===== config.mk =====
export PLATFORM = sky130hd
export DESIGN_NAME = bw_seq_multiplier
export DESIGN_NICKNAME = d
export VERILOG_FILES = /design/src/rtl/bw_seq_multiplier_pkg.sv /design/src/rtl/bw_seq_multiplier_rca_row.sv /design/src/rtl/bw_seq_multiplier.sv
export SDC_FILE = /design/constraint.sdc
export NUM_CORES = 1
export LEC_CHECK = 0
export ABC_AREA = 1
export CORE_MARGIN = 4
export CORE_UTILIZATION = 49
export CTS_CLUSTER_SIZE = 12
export DETAILED_ROUTE_END_ITERATION = 6
export GPL_ROUTABILITY_DRIVEN = 1
export MAX_ROUTING_LAYER = met4
export PLACE_DENSITY = 0.81
export REMOVE_ABC_BUFFERS = 1
export SYNTH_ARGS = -nofsm -noshare
export SYNTH_HDL_FRONTEND = slang
export SYNTH_SLANG_ARGS = --single-unit

===== constraint.sdc =====
create_clock -name clk -period 6.4 [get_ports clk]
set_input_delay 0.96 -clock clk [delete_from_list [all_inputs] [get_ports clk]]
set_output_delay 0.96 -clock clk [all_outputs]
set_load 0.05 [all_outputs]

===== src/rtl/bw_seq_multiplier_pkg.sv =====
// Shared definitions for the sequential Baugh-Wooley multiplier:
// FSM state encoding, accumulator seed and counter sizing helpers.
package bw_pkg;

  // FSM states
  // state | meaning
  // IDLE  | waiting for start, product holds last result
  // RUN   | adding one partial-product row per clock
  // DONE  | one-cycle completion pulse, may accept a new start
  typedef enum logic [1:0] {
    IDLE = 2'd0,
    RUN  = 2'd1,
    DONE = 2'd2
  } bw_state_e;

  // Widest operand the 64-bit seed helper can describe.
  localparam int unsigned BW_MAX_N = 32;

  // Row counter width; N >= 2 so $clog2 is never zero.
  function automatic int unsigned bw_cnt_w(input int unsigned n);
    return (n < 2) ? 1 : $clog2(n);
  endfunction

  // Accumulator seed 2^N + 2^(2N-1): the constant correction terms of the
  // modified Baugh-Wooley scheme, folded in before the first row is added.
  // Callers truncate the result to 2N bits.
  function automatic logic [63:0] bw_init(input int unsigned n);
    logic [63:0] v;
    v = '0;
    v[n]       = 1'b1;
    v[2*n - 1] = 1'b1;
    return v;
  endfunction

endpackage


===== src/rtl/bw_seq_multiplier_rca_row.sv =====
// Ripple-carry adder row built from full_adder cells; the accumulator
// update path of the sequential multiplier. Carry-in is zero and the
// final carry-out is dropped, so the sum wraps modulo 2^W.

// Single-bit full adder cell.
module full_adder (
  input  logic a,
  input  logic b,
  input  logic c_in,
  output logic s,
  output logic c_out
);

  // Sum and majority carry.
  always_comb begin
    s     = a ^ b ^ c_in;
    c_out = (a & b) | (a & c_in) | (b & c_in);
  end

endmodule

module rca_row #(
  parameter int unsigned W = 16
) (
  input  logic [W-1:0] x,
  input  logic [W-1:0] y,
  output logic [W-1:0] s
);

  // c[i] is the carry into bit i.
  logic [W-1:0] c;
  logic         carry_unused;

  assign c[0] = 1'b0;

  // W chained cells; the top cell's carry is discarded.
  for (genvar i = 0; i < W; i++) begin : g_fa
    if (i < W - 1) begin : g_mid
      full_adder u_fa (
        .a    (x[i]),
        .b    (y[i]),
        .c_in (c[i]),
        .s    (s[i]),
        .c_out(c[i+1])
      );
    end else begin : g_top
      full_adder u_fa (
        .a    (x[i]),
        .b    (y[i]),
        .c_in (c[i]),
        .s    (s[i]),
        .c_out(carry_unused)
      );
    end
  end

endmodule


===== src/rtl/bw_seq_multiplier.sv =====
// Iterative signed NxN multiplier (modified Baugh-Wooley). One partial
// product row is added per clock into a 2N-bit accumulator through a single
// ripple-carry row; a start/busy/done handshake wraps the iteration.
module bw_seq_multiplier
  import bw_pkg::*;
#(
  parameter int unsigned N = 8
) (
  input  logic           clk,
  input  logic           rst,
  input  logic           start,
  input  logic [N-1:0]   a,
  input  logic [N-1:0]   b,
  output logic [2*N-1:0] product,
  output logic           busy,
  output logic           done
);

  localparam int unsigned         CW       = bw_cnt_w(N);
  localparam int unsigned         PW       = 2 * N;
  localparam logic [63:0]         INIT_64  = bw_init(N);
  localparam logic [PW-1:0]       INIT     = INIT_64[PW-1:0];
  localparam logic [CW-1:0]       CNT_LAST = CW'(N - 1);

  bw_state_e     state;
  logic [N-1:0]  a_r;
  logic [N-1:0]  b_r;
  logic [CW-1:0] cnt;
  logic [PW-1:0] acc;
  logic [PW-1:0] product_r;
  logic [N-1:0]  row;
  logic [PW-1:0] row_sh;
  logic [PW-1:0] sum;
  logic          b_bit;
  logic          last_row;

  assign b_bit    = b_r[cnt];
  assign last_row = (cnt == CNT_LAST);

  // Partial-product row for the current counter value. Ordinary rows invert
  // the sign-position bit; the last row (sign of b) inverts all the others.
  always_comb begin
    row = '0;
    for (int j = 0; j < N; j++) begin
      row[j] = a_r[j] & b_bit;
      if (last_row) begin
        if (j != N - 1) row[j] = ~row[j];
      end else begin
        if (j == N - 1) row[j] = ~row[j];
      end
    end
  end

  // Align the row to its weight in the 2N-bit accumulator.
  always_comb begin
    row_sh = {{N{1'b0}}, row} << cnt;
  end

  rca_row #(
    .W(PW)
  ) u_row (
    .x(acc),
    .y(row_sh),
    .s(sum)
  );

  // Control FSM with operand, accumulator and result registers.
  always_ff @(posedge clk) begin
    if (rst) begin
      state     <= IDLE;
      a_r       <= '0;
      b_r       <= '0;
      cnt       <= '0;
      acc       <= '0;
      product_r <= '0;
    end else begin
      case (state)
        IDLE, DONE: begin
          if (start) begin
            a_r   <= a;
            b_r   <= b;
            cnt   <= '0;
            acc   <= INIT;
            state <= RUN;
          end else begin
            state <= IDLE;
          end
        end
        RUN: begin
          acc <= sum;
          if (last_row) begin
            product_r <= sum;
            cnt       <= '0;
            state     <= DONE;
          end else begin
            cnt <= cnt + 1'b1;
          end
        end
        default: begin
          state <= IDLE;
        end
      endcase
    end
  end

  // Handshake outputs come straight from the registered state.
  always_comb begin
    busy    = (state == RUN);
    done    = (state == DONE);
    product = product_r;
  end

endmodule


-- After elaboration in Yosys (flattened, before gate mapping)
Index checks and enable logic that the tools add are counted.
- register bits after elaboration: 53
- bits of input ports: 19
- logic and storage cells: 156
- output and inout port bits: 18
- shift-type cells: 1
- magnitude comparators: 1
- bitwise logic cells: 118
- reduce and logical (&&, ||, !) cells: 6
- muxes and demuxes: 18
- equal/unequal tests: 5
- $add $sub $neg: 1
- operator list (cell ; count):
    1-bit AND ; 51
    16-bit one-hot mux with 2 select lines ; 1
    1-bit bitwise XOR ; 31
    1-bit bitwise OR ; 28
    16-bit two-way mux ; 1
    8-bit by 3-bit << shifter with 16-bit output ; 1
    1-bit two-way mux ; 10
    1-bit NOT ; 8
    3-bit two-way mux ; 2
    3-bit one-hot mux with 2 select lines ; 1
    2-bit AND reduction ; 3
    3-bit by 4-bit < comparator with 1-bit output, second input constant ; 1
    2-bit one-hot mux with 2 select lines ; 1
    3-bit by 1-bit adder with 3-bit output, second input constant ; 1
    1-bit binary-select mux with 3-bit select ; 1
    3-bit equality test, second input constant ; 1
    2-bit by 1-bit equality test with 1-bit output, second input constant ; 1
    2-bit equality test, second input constant ; 1
    2-bit zero test ; 1
    2-bit two-way mux ; 1
    2-bit by 1-bit != test with 1-bit output, second input constant ; 1
    2-bit != test, second input constant ; 1
    2-bit nonzero test ; 1
    2-bit OR reduction ; 1

-- Logic depth before layout (Yosys ltp)
Gate-level depths: netlist (run 1).
- depth after elaboration: 51
- depth in mapped cells: 33
- depth with buffers taken out: 33

-- Hierarchy
From an unflattened synthesis (run 1), not the netlist that was laid out.
- cells, all modules: 379
- area, all modules: 2937.8 um2
- modules (own cells, without submodules) (module ; area an instance (um2) ; cells each ; instances ; sequential area each (um2)):
    bw_seq_multiplier ; 2613.8 ; 362 ; 1 ; 1061.0
    full_adder ; 20.0 ; 1 ; 16 ; 0.0
    rca_row ; 3.8 ; 1 ; 1 ; 0.0

-- Worst setup path before layout (run 1)
No wires, ideal clock.
- path type: register to register
- from: reg cnt[0]
- to: reg acc[15]
- data required time: 6.322 ns
- setup time: 0.078 ns
- cell stages (with the launch flop): 33
- data arrival time: 6.532 ns
- path buffers: 1
- slack: -0.210 ns
- period minus slack after synthesis: 6.610 ns
- path through: dfxtp_1 -> ha_1 -> ha_1 -> buf_2 -> inv_2 -> o21ai_1 -> nand3_1 -> nor3_1 -> ha_1 -> inv_1 -> fa_1 -> inv_1 -> fa_1 -> inv_1 -> fa_1 -> inv_1 -> fa_1 -> fa_1 -> fa_1 -> fa_1 -> inv_1 -> fa_1 -> fa_1 -> inv_1 -> fa_1 -> inv_1 -> fa_1 -> fa_1 -> fa_1 -> fa_1 -> xnor2_1 -> nor2_1 -> nor3_1
- cells in the longest elaborated chain, start to end: 51
- elaborated cells on any way between the ends: 102
- those cells by class: 1 x eq/ne; 1 x shift; 11 x mux; 89 x bitwise
- RTL lines (what ; RTL line ; RTL):
    start: declaration ; bw_seq_multiplier.sv:28 ; logic [CW-1:0] cnt;
    start signal: assignment ; bw_seq_multiplier.sv:96 ; cnt <= cnt + 1'b1;
    1-bit binary-select mux with 3-bit select ; bw_seq_multiplier.sv:37 ; assign b_bit = b_r[cnt];
    1-bit two-way mux (implied by the code) ; bw_seq_multiplier.sv:37 ;
    1-bit AND ; bw_seq_multiplier.sv:45 ; row[j] = a_r[j] & b_bit;
    1-bit NOT, on equally long branches ; bw_seq_multiplier.sv:47, bw_seq_multiplier.sv:49 ;
    1-bit two-way mux ; bw_seq_multiplier.sv:46 ; if (last_row) begin
    8-bit by 3-bit << shifter with 16-bit output * ; bw_seq_multiplier.sv:56 ; row_sh = {{N{1'b0}}, row} << cnt;
    1-bit AND (2 in series) ; bw_seq_multiplier_rca_row.sv:17 ; c_out = (a & b) | (a & c_in) | (b & c_in);
    1-bit bitwise OR (2 in series) ; bw_seq_multiplier_rca_row.sv:17 ;
    (+30 left out) ; -- ;
    1-bit AND ; bw_seq_multiplier_rca_row.sv:17 ;
    1-bit bitwise OR (2 in series) ; bw_seq_multiplier_rca_row.sv:17 ;
    1-bit AND ; bw_seq_multiplier_rca_row.sv:17 ;
    1-bit bitwise OR (2 in series) ; bw_seq_multiplier_rca_row.sv:17 ;
    1-bit AND ; bw_seq_multiplier_rca_row.sv:17 ;
    1-bit bitwise OR (2 in series) ; bw_seq_multiplier_rca_row.sv:17 ;
    1-bit bitwise XOR * ; bw_seq_multiplier_rca_row.sv:16 ; s = a ^ b ^ c_in;
    16-bit one-hot mux with 2 select lines * ; bw_seq_multiplier.sv:77 ; case (state)
    end signal: assignment ; bw_seq_multiplier.sv:90 ; acc <= sum;
    end: declaration ; bw_seq_multiplier.sv:29 ; logic [PW-1:0] acc;
Mark *: on every way between the ends. The rest lies on a longest branch, timed or not. The select of a mux whose other input is x is not followed.
A chain may end at the register's enable or synchronous reset.

-- Final worst setup path (run 1)
- from: reg cnt[0]
- to: reg product_r[15], in the netlist product[15]
- cells in the longest elaborated chain, start to end: 50
- elaborated cells on any way between the ends: 102
- those cells by class: 1 x eq/ne; 1 x shift; 10 x mux; 89 x bitwise; 1 x reduce/logical
- RTL lines (what ; RTL line ; RTL):
    1-bit binary-select mux with 3-bit select ; bw_seq_multiplier.sv:37 ;
    1-bit two-way mux (implied by the code) ; bw_seq_multiplier.sv:37 ;
    1-bit AND ; bw_seq_multiplier.sv:45 ;
    1-bit NOT, on equally long branches ; bw_seq_multiplier.sv:47, bw_seq_multiplier.sv:49 ;
    1-bit two-way mux ; bw_seq_multiplier.sv:46 ;
    8-bit by 3-bit << shifter with 16-bit output ; bw_seq_multiplier.sv:56 ;
    1-bit AND (2 in series) ; bw_seq_multiplier_rca_row.sv:17 ;
    1-bit bitwise OR (2 in series) ; bw_seq_multiplier_rca_row.sv:17 ;
    (+28 left out) ; -- ;
    1-bit bitwise OR (2 in series) ; bw_seq_multiplier_rca_row.sv:17 ;
    1-bit AND ; bw_seq_multiplier_rca_row.sv:17 ;
    1-bit bitwise OR (2 in series) ; bw_seq_multiplier_rca_row.sv:17 ;
    1-bit AND ; bw_seq_multiplier_rca_row.sv:17 ;
    1-bit bitwise OR (2 in series) ; bw_seq_multiplier_rca_row.sv:17 ;
    1-bit AND ; bw_seq_multiplier_rca_row.sv:17 ;
    1-bit bitwise OR (2 in series) ; bw_seq_multiplier_rca_row.sv:17 ;
    1-bit bitwise XOR ; bw_seq_multiplier_rca_row.sv:16 ;
    end signal: assignment ; bw_seq_multiplier.sv:92 ; product_r <= sum;
    end: declaration ; bw_seq_multiplier.sv:30 ; logic [PW-1:0] product_r;
Parallel ways exist; a longest one is shown, timed or not. The select of a mux whose other input is x is not followed.

==> results of run 1 <==
-- worst register-to-register path: cells and delay by family, from the launching register on --
family | cells | cell delay, ns
AND/OR/NAND/NOR | 7 | 0.66
AO/OA/AOI/OAI | 1 | 0.15
XOR/XNOR | 1 | 0.20
adder cells (fa/ha/maj) | 15 | 4.19
buffers and inverters | 9 | 0.60
flip-flops | 1 | 0.40
-- cells by family (layout without fill, tap and decap cells) --
group	Yosys count	after routing	synth area share, %
compound gates	54	54	11.1
simple gates	187	187	30.8
buf+inv	63	116	9.57
flops	53	53	37.1
xor+xnor	1	1	0.306
fa+ha+maj	17	17	11.1
-- flip-flops by register name, indices dropped and copies added (netlist names) --
signal and flops:
cnt 3, a_r 8, product 16, b_r 8, state 2, acc 16
-- timing repair --
action / in CTS / in global routing
setup buffers: 0 / 3
pin swaps: 6 / 26
setup endpoints to repair: 5 / 5
hold buffers: 0 / 0
resized for setup: 17 / 27
-- layer usage --
| metal | global-route usage, % | wire length, µm | vias up | part of all wire (%) |
|---|---|---|---|---|
| met5 | - | 0 | - | 0 |
| met4 | 9.06 | 160 | 0 | 2.3 |
| met3 | 4.02 | 329 | 14 | 4.8 |
| met2 | 32.4 | 3270 | 70 | 48 |
| met1 | 24.8 | 3060 | 1244 | 45 |
| li1 | - | - | 1337 | - |
-- cell usage in the layout (no fill, tap or decap), types with 14 or more instances in the layout --
cell type	count
nand2_1	88
buf_4	29
clkdlybuf4s50_1	36
a21oi_1	25
inv_1	29
nor2_1	26
dfxtp_1	50
nand3_1	42
o22ai_1	14
fa_2	14
-- worst paths after layout --
path	startpoint	end	slack [ns]
worst max-delay path	cnt[0]	product[15]	0.16
worst min-delay path	product[6]	product[6]	0.46
worst max register to register	cnt[0]	product[15]	0.16
worst min register to register	product[6]	product[6]	0.46
-- layout make-up --
cell class / count / area share, %
Timing Repair Buffer: 66 / 16.3
Inverter: 42 / 4.42
Clock buffer: 6 / 2.00
Tap cell: 72 / 2.49
Clock inverter: 2 / 0.415
Multi-Input combinational cell: 259 / 44.9
Sequential cell: 53 / 29.5
-- metrics by stage --
stage	setup WS [ns]	cell area (µm²)	utilization (%)	std cells
after floorplan	-0.560	2750	-	354
after global placement	-0.180	3400	61.0	489
after detailed placement	-0.506	3400	61.0	489
after CTS	0.0219	3540	63.5	497
after global routing	-0.0858	3620	65.0	500
final	0.160	3620	65.0	500
-- report_power, final --
group | switching (mW) | total [mW] | internal (mW)
combinational | 0.0769 | 0.135 | 0.0583
sequential | 0.00941 | 0.352 | 0.342
clock | 0.113 | 0.190 | 0.0773
==> flow_metrics.py, run 1 <==
metrics = {
    "worst_setup_path": {
        "cp_max_fo": 8,
        "critPathKind": "flip-flop to flip-flop",
        "cp_common_cell": "fa_2",
        "endpoint_kind": "flip-flop",
        "worstPathArrival_ns": 6.49,
        "worstSetupStartpointType": "flip-flop",
        "crit_cells": 33,
        "cp.required_ns": 6.65,
        "reg2reg_depth": 33,
        "path_buf_inv": 9,
        "cpPeakStageDelay_ns": 0.40,
        "cpMaxStageDelayCell": "dfxtp_4",
        "cp_top_family": "adder cells",
    },
    "global_routing": {
        "grt_pass1_wl_um": 11400,
        "grt_pass1_vias": 2555,
        "grt_max_degree": 54,
        "antenna_found_initial": 0,
        "grt_overflow": 0,
        "grt_usage_pct": 20.3,
    },
    "yosys": {
        "yosysMostFrequentCell": "nand2_1",
        "synthFlopType": "dfxtp_1",
        "syn-cell-area_um2": 2860,
        "synth.largest_area_cell": "dfxtp_1",
        "yosysWarnings": 0,
        "synth.yosys.seq_area_share_pct": 37.1,
        "netlist_top_cells_count": "92 x nand2_1, 53 x dfxtp_1, 45 x nand3_1",
        "synth_area_leaders": "dfxtp_1 37%, nand2_1 12%, fa_1 9.8%",
        "ys_types": 24,
        "synth_edf_count": 0,
        "synthDominantCellAreaShare_pct": 37.1,
        "synthArstFlopShare_pct": 0,
        "ys_ff_latch": 53,
        "synthCells": 375,
        "syn_area_per_cell_um2": 7.63,
    },
    "cells_and_area": {
        "final_layout_size_suffix_gt1_share_pct": 23.4,
        "multi_input_area_um2": 1630,
        "final-seq-area_um2": 1070,
        "num_antenna_cells": 0,
        "fillers": 472,
        "area_growth_pct": 26.5,
        "nNetsFinal": 463,
    },
    "clock_network": {
        "cts_buffers": 5,
        "h-tree-depth": 2,
        "cts_buffer_depth": 2,
        "clock-root-buffer": "clkbuf_8",
        "clkSinkCount": 53,
        "insertion_delay_ns": 0.31,
        "cts_tree": "yes",
        "clk_pin_slew_ns": 0.10,
    },
    "routing": {
        "wl_per_cell_um": 13.6,
        "antenna_left": 0,
        "vias_per_cell": 5.33,
        "drt-initial-drc-count": 205,
        "dr.pass1.iters": 4,
        "vias": 2665,
        "drc": 0,
        "routed_wl_um": 6820,
    },
    "timing": {
        "whs_ns": 0.464,
        "fin_crit_sh_pct": 97.5,
        "drv_slew": 0,
        "max_slew_margin_pct": 48.2,
        "hold_viol": 0,
        "fin_crit_ns": 6.24,
        "finClkSkew_ns": 0.00941,
        "worstMarginPinSlew_ns": 0.774,
        "rsz0062_at_grt": "yes",
        "fin_tns_setup_ns": 0,
        "fmax_ghz": 0.160,
        "setup-violations-final": 0,
    },
    "power": {
        "totalPowerFinal_uw": 677,
        "cellPowerDensity_nw_per_um2": 187,
        "ir_drop_uv": 101,
        "p_leak_nw": 1.46,
    },
    "floorplanning": {
        "start_util_pct": 51.4,
        "io_pins": 37,
        "dieHeight_um": 84.4,
        "rows": 27,
        "core-area_um2": 5570,
        "fp.dieArea_um2": 7130,
        "die_w_um": 84.4,
    },
    "worst_hold_path": {
        "hold_depth": 2,
        "hp-class": "flip-flop to flip-flop",
    },
    "placed_design": {
        "dp.final_hpwl_um": 4870,
        "routabilityCongestion": 0.885,
        "port_buffers": 36,
    },
    "run_status": {
        "status": "finished clean",
    },
    "job": {
        "maxCapViolCount": 0,
    },
}
(Power assumes the default switching activity.)
==> inputs of run 2 (changes only) <==
ABC_AREA = not set   (was 1)
==> run 2 against run 1 <==
  * The flow now finishes with violations (setup timing)
  * Die area up 1.4%
  * Clock power about the same
  * Largest cell class unchanged
  * Via count down 10%
  * Total power down 6.6%
==> flow_metrics.py, run 2 <==
metrics = {
    "worst_setup_path": {
        "r2r_slack_ns": -0.15,
        "rr_endpoint": "acc[14]",
        "cp.required_ns": 6.57,
        "cp_max_fo": 3,
        "cpMaxStageDelayCell": "fa_2",
        "cp_common_cell": "fa_2",
        "critPathKind": "flip-flop to flip-flop",
        "cpPeakStageDelay_ns": 0.54,
        "endpoint_kind": "flip-flop",
        "r2r_start": "cnt[0]",
        "worstSetupStartpointType": "flip-flop",
        "reg2reg_depth": 30,
        "worstPathArrival_ns": 6.72,
    },
    "power": {
        "p_int_uw": 459,
        "ir_drop_uv": 105,
        "pwr-share-clk_pct": 30.0,
        "p_comb_share_pct": 14.9,
        "p_sw_uw": 173,
        "cellPowerDensity_nw_per_um2": 179,
        "switching_share_pct": 27.4,
        "p_leak_nw": 1.23,
        "p_seq_share_pct": 55.0,
    },
    "placed_design": {
        "dp_cells": 440,
        "dp.final_hpwl_um": 4410,
        "place_area_um2": 3350,
        "port_buffers": 36,
        "routabilityCongestion": 0.876,
    },
    "yosys": {
        "synthCells": 338,
        "yosysMostFrequentCell": "nand2_1",
        "yosysWarnings": 0,
        "ys_types": 50,
        "synthFlopType": "dfxtp_1",
        "netlist_top_cells_count": "61 x nand2_1, 53 x dfxtp_1, 42 x nor2_1",
        "syn_area_per_cell_um2": 8.60,
        "synth.largest_area_cell": "dfxtp_1",
        "syn-cell-area_um2": 2910,
        "ys_ff_latch": 53,
        "synthDominantCellAreaShare_pct": 36.5,
        "synth_area_leaders": "dfxtp_1 37%, fa_1 9.6%, nand2_1 7.9%",
        "synthArstFlopShare_pct": 0,
        "synth_edf_count": 0,
        "synth.yosys.seq_area_share_pct": 36.5,
    },
    "run_status": {
        "status": "complete, but fails checks",
        "violations": "setup timing",
    },
    "floorplanning": {
        "dieHeight_um": 85.0,
        "start_util_pct": 51.5,
        "rows": 27,
        "fp.dieArea_um2": 7230,
        "die_w_um": 85.0,
        "core-area_um2": 5640,
        "io_pins": 37,
    },
    "clock_network": {
        "insertion_delay_ns": 0.31,
        "clock-root-buffer": "clkbuf_8",
        "cts_buffer_depth": 2,
        "clk_pin_slew_ns": 0.10,
        "cts_buffers": 5,
        "clkSinkCount": 53,
        "postCtsHoldBufs": 0,
        "h-tree-depth": 2,
        "cts_tree": "yes",
    },
    "worst_hold_path": {
        "holdPathEnd": "product[6]",
        "hold_depth": 2,
        "hold_start": "product[6]",
        "hp-class": "flip-flop to flip-flop",
    },
    "timing": {
        "finClkSkew_ns": 0.00931,
        "rsz0062_at_grt": "yes",
        "drv_slew": 0,
        "fin_tns_setup_ns": -0.311,
        "fin_crit_sh_pct": 102,
        "hold_viol": 0,
        "setup-violations-final": 4,
        "worstMarginPinSlew_ns": 1.32,
        "fin_crit_ns": 6.55,
        "layout_setup_ws_ns": -0.145,
        "max_slew_margin_pct": 11.4,
        "whs_ns": 0.458,
        "fmax_ghz": 0.153,
    },
    "routing": {
        "vias": 2396,
        "drt-initial-drc-count": 111,
        "wl_per_cell_um": 14.0,
        "drc": 0,
        "vias_per_cell": 5.31,
        "dr.pass1.iters": 4,
        "antenna_left": 0,
        "routed_wl_um": 6300,
    },
    "global_routing": {
        "grt_overflow": 0,
        "grt_pass1_vias": 2303,
        "grt_pass1_wl_um": 10600,
        "use_met2_pct": 29.8,
        "grtUsageMet3_pct": 3.40,
        "use_met1_pct": 23.5,
        "grt.busiest_layer": "met2",
        "antenna_found_initial": 0,
        "grt_max_degree": 54,
        "grt_usage_pct": 18.4,
    },
    "cells_and_area": {
        "layout_commonest_cell": "nand2_1",
        "nNetsFinal": 414,
        "area_growth_pct": 21.9,
        "num_antenna_cells": 0,
        "layout_common_cells": "60 x nand2_1, 52 x dfxtp_1, 42 x nor2_1, 37 x a21oi_1, 35 x clkdlybuf4s50_1",
        "final_layout_size_suffix_gt1_share_pct": 20.3,
        "instances_no_fill": 451,
        "final_area_um2": 3540,
    },
    "job": {
        "maxCapViolCount": 0,
    },
}
[run 2: changes by cell type after synthesis, sizes merged, moves of 13 or more]
cell	before	now
a21oi	26	39
inv	42	16
nand2	96	61
nand3	52	0
nor2	28	43
o22ai	14	1
[run 2: power groups by stage]
stage / combinational (mW) / sequential [mW] / clock (mW)
floorplan: 0.0521 / 0.356 / 0
global placement: 0.0891 / 0.354 / 0
detailed placement: 0.0903 / 0.355 / 0
CTS: 0.0925 / 0.348 / 0.198
global route: 0.104 / 0.350 / 0.206
finish: 0.0943 / 0.348 / 0.190
[run 2: routing by layer]
layer,routed length (µm),up-vias
li1,-,1213
met5,0,-
met4,83,0
met3,301,9
met2,3070,57
met1,2850,1117
[run 2: what timing repair did]
item	in CTS	in global routing
pin swaps	20	4
setup endpoints to repair	7	6
resized for setup	26	8
setup buffers	1	2
hold endpoints to repair	0	0
[run 2: cell families after synthesis]
logic type | synth area share (%)
adder cells (fa/ha/maj) | 10.9
multiplexers | 7.23
buffers and inverters | 7.15
XOR/XNOR | 2.11
flip-flops | 36.5
AO/OA/AOI/OAI | 18.7
AND/OR/NAND/NOR | 17.3
[run 2: through the flow]
step	setup WS [ns]	utilization (%)	power, mW
floorplan	-1.28	-	0.408
global placement	-0.603	59.4	0.443
detailed placement	-0.807	59.4	0.445
CTS	-0.140	61.8	0.639
global route	-0.408	62.8	0.660
finish	-0.145	62.8	0.633
[run 2: how the worst max path moves through the flow]
stage / to / depth (start not counted) / from
2_1_floorplan: acc[15] / 27 / cnt[0]
3_3_place_gp: acc[14] / 30 / cnt[0]
3_5_place_dp: acc[15] / 29 / cnt[0]
4_1_cts: acc[14] / 30 / cnt[0]
5_1_grt: acc[14] / 30 / cnt[0]
6_report: acc[14] / 30 / cnt[0]
[run 2: final cells by class]
class,count,area [µm²]
clock buffer,6,72.6
clock inverter,2,13.8
fill,488,2100
inverter,19,71.3
multi-input combinational,242,1720
sequential,53,1060
tap,72,90.1
timing repair buffer,57,513
[run 2: critical path: cells and delay by family, from the launching register on]
| kind | cells | cell delay, ns |
|---|---|---|
| adder cells (fa/ha/maj) | 15 | 4.27 |
| multiplexers | 2 | 0.83 |
| AND/OR/NAND/NOR | 4 | 0.40 |
| flip-flops | 1 | 0.37 |
| buffers and inverters | 7 | 0.35 |
| AO/OA/AOI/OAI | 1 | 0.13 |
| XOR/XNOR | 1 | 0.07 |
==> inputs of run 3 (changes only) <==
SLEW_MARGIN = 40   (was not set)
==> run 3 against run 2 <==
  * The flow still finishes with violations (setup timing)
  * Clock power up 24%
  * Wire length increased by 1.3%
  * Maximum frequency up 1.3%
  * Final cell count is the same
  * Via count up 1.3%
  * Sequential power barely moved
==> flow_metrics.py, run 3 (synthesis results as in run 2) <==
metrics = {
    "run_status": {
        "status": "complete, but fails checks",
        "violations": "setup timing",
    },
    "worst_setup_path": {
        "rr_endpoint": "acc[14]",
        "cp_common_cell": "fa_2",
        "cp_max_fo": 3,
        "worstPathArrival_ns": 6.66,
        "worstSetupStartpointType": "flip-flop",
        "r2r_start": "cnt[0]",
        "path_buf_inv": 6,
        "r2r_slack_ns": -0.06,
        "reg2reg_depth": 28,
        "cpMaxStageDelayCell": "fa_2",
        "cpPeakStageDelay_ns": 0.54,
        "endpoint_kind": "flip-flop",
        "cp.required_ns": 6.60,
        "cp_top_family": "adder cells",
        "critPathKind": "flip-flop to flip-flop",
    },
    "power": {
        "cellPowerDensity_nw_per_um2": 190,
        "ir_drop_uv": 137,
        "p_leak_nw": 1.24,
        "totalPowerFinal_uw": 679,
    },
    "clock_network": {
        "cts_tree": "yes",
        "clk_pin_slew_ns": 0.10,
        "cts_buffers": 5,
        "insertion_delay_ns": 0.32,
        "postCtsHoldBufs": 0,
        "h-tree-depth": 2,
        "clock-root-buffer": "clkbuf_8",
        "cts_buffer_depth": 2,
        "clkSinkCount": 53,
    },
    "routing": {
        "wl_per_cell_um": 14.2,
        "antenna_left": 0,
        "drc": 0,
        "vias_per_cell": 5.38,
        "routed_wl_um": 6390,
        "vias": 2427,
        "dr.pass1.iters": 4,
        "drt-initial-drc-count": 111,
    },
    "placed_design": {
        "place_ws_ns": -0.795,
        "routabilityCongestion": 0.876,
        "dp.final_hpwl_um": 4440,
        "port_buffers": 36,
    },
    "global_routing": {
        "grt_usage_pct": 18.8,
        "grt_max_degree": 54,
        "grt_pass1_wl_um": 10800,
        "antenna_found_initial": 0,
        "grt_pass1_vias": 2353,
        "grt_overflow": 0,
    },
    "cells_and_area": {
        "utilization_pct": 63.4,
        "nNetsFinal": 414,
        "layout_common_cells": "60 x nand2_1, 52 x dfxtp_1, 41 x nor2_1, 37 x a21oi_1, 35 x clkdlybuf4s50_1",
        "fillers": 489,
        "final_layout_size_suffix_gt1_share_pct": 21.1,
        "layout_commonest_cell": "nand2_1",
        "area_growth_pct": 23.0,
        "num_antenna_cells": 0,
    },
    "floorplanning": {
        "dieHeight_um": 85.0,
        "start_util_pct": 51.5,
        "die_w_um": 85.0,
        "core-area_um2": 5640,
        "fp.dieArea_um2": 7230,
        "rows": 27,
        "io_pins": 37,
    },
    "timing": {
        "rsz0062_at_grt": "yes",
        "layout_setup_ws_ns": -0.0619,
        "max_slew_margin_pct": 45.7,
        "finClkSkew_ns": 0.00725,
        "drv_slew": 0,
        "worstMarginPinSlew_ns": 0.813,
        "fin_crit_sh_pct": 101,
        "hold_viol": 0,
        "fin_crit_ns": 6.46,
        "fmax_ghz": 0.155,
        "setup-violations-final": 2,
    },
    "worst_hold_path": {
        "hold_start": "product[6]",
        "hp-class": "flip-flop to flip-flop",
        "hold_depth": 2,
        "holdPathEnd": "product[6]",
    },
    "job": {
        "maxCapViolCount": 0,
    },
}
==> run 3: through the flow <==
step	instance area [µm²]	TNS (ns)	std cells	hold slack [ns]
2_1_floorplan	2770	-7.42	314	0.425
3_3_place_gp	3350	-2.61	440	0.443
3_5_place_dp	3360	-3.65	440	0.449
4_1_cts	3520	-0.166	449	0.463
5_1_grt	3580	-1.04	451	0.485
6_report	3580	-0.0801	451	0.460
==> run 3: tightest hold or removal path, stage by stage, from the launching register on <==
cell and delay (ns):
dfxtp_1 0.32, nand2_1 0.05, a21oi_1 0.05
==> run 3: metal layers <==
metal | wire length [µm] | GRT usage (%)
met2 | 3150 | 31.1
met3 | 338 | 3.40
met1 | 2800 | 23.0
met5 | 0 | -
met4 | 101 | 6.19
==> run 3: worst max path at each step <==
| stage | from | to | cells past startpoint |
|---|---|---|---|
| 6_report | cnt[0] | acc[14] | 28 |
| 5_1_grt | cnt[0] | acc[14] | 30 |
| 4_1_cts | cnt[0] | acc[14] | 30 |
| 3_5_place_dp | cnt[0] | acc[15] | 29 |
| 3_3_place_gp | cnt[0] | acc[14] | 30 |
| 2_1_floorplan | cnt[0] | acc[15] | 27 |
==> run 3: timing repair <==
action	4_1_cts	5_1_grt
endpoints found under the setup margin	6	6
buffers inserted	1	2
gates resized for setup	26	8
pin swaps	19	4
==> run 3: where the power goes <==
group	switching (mW)	internal, mW	leakage, nW
clock network	0.119	0.117	0.0585
registers	0.00858	0.340	0.431
logic	0.0531	0.0420	0.752
==> run 3: layout make-up <==
cell class / instances / area (µm²) / area share (%)
clock buffers: 5 / 68.8 / 1.92
clock inverters: 3 / 43.8 / 1.22
inverters: 19 / 71.3 / 1.99
multi-input cells: 242 / 1720 / 48.1
flip-flops and latches: 53 / 1060 / 29.8
well taps: 72 / 90.1 / 2.52
repair buffers: 57 / 515 / 14.4
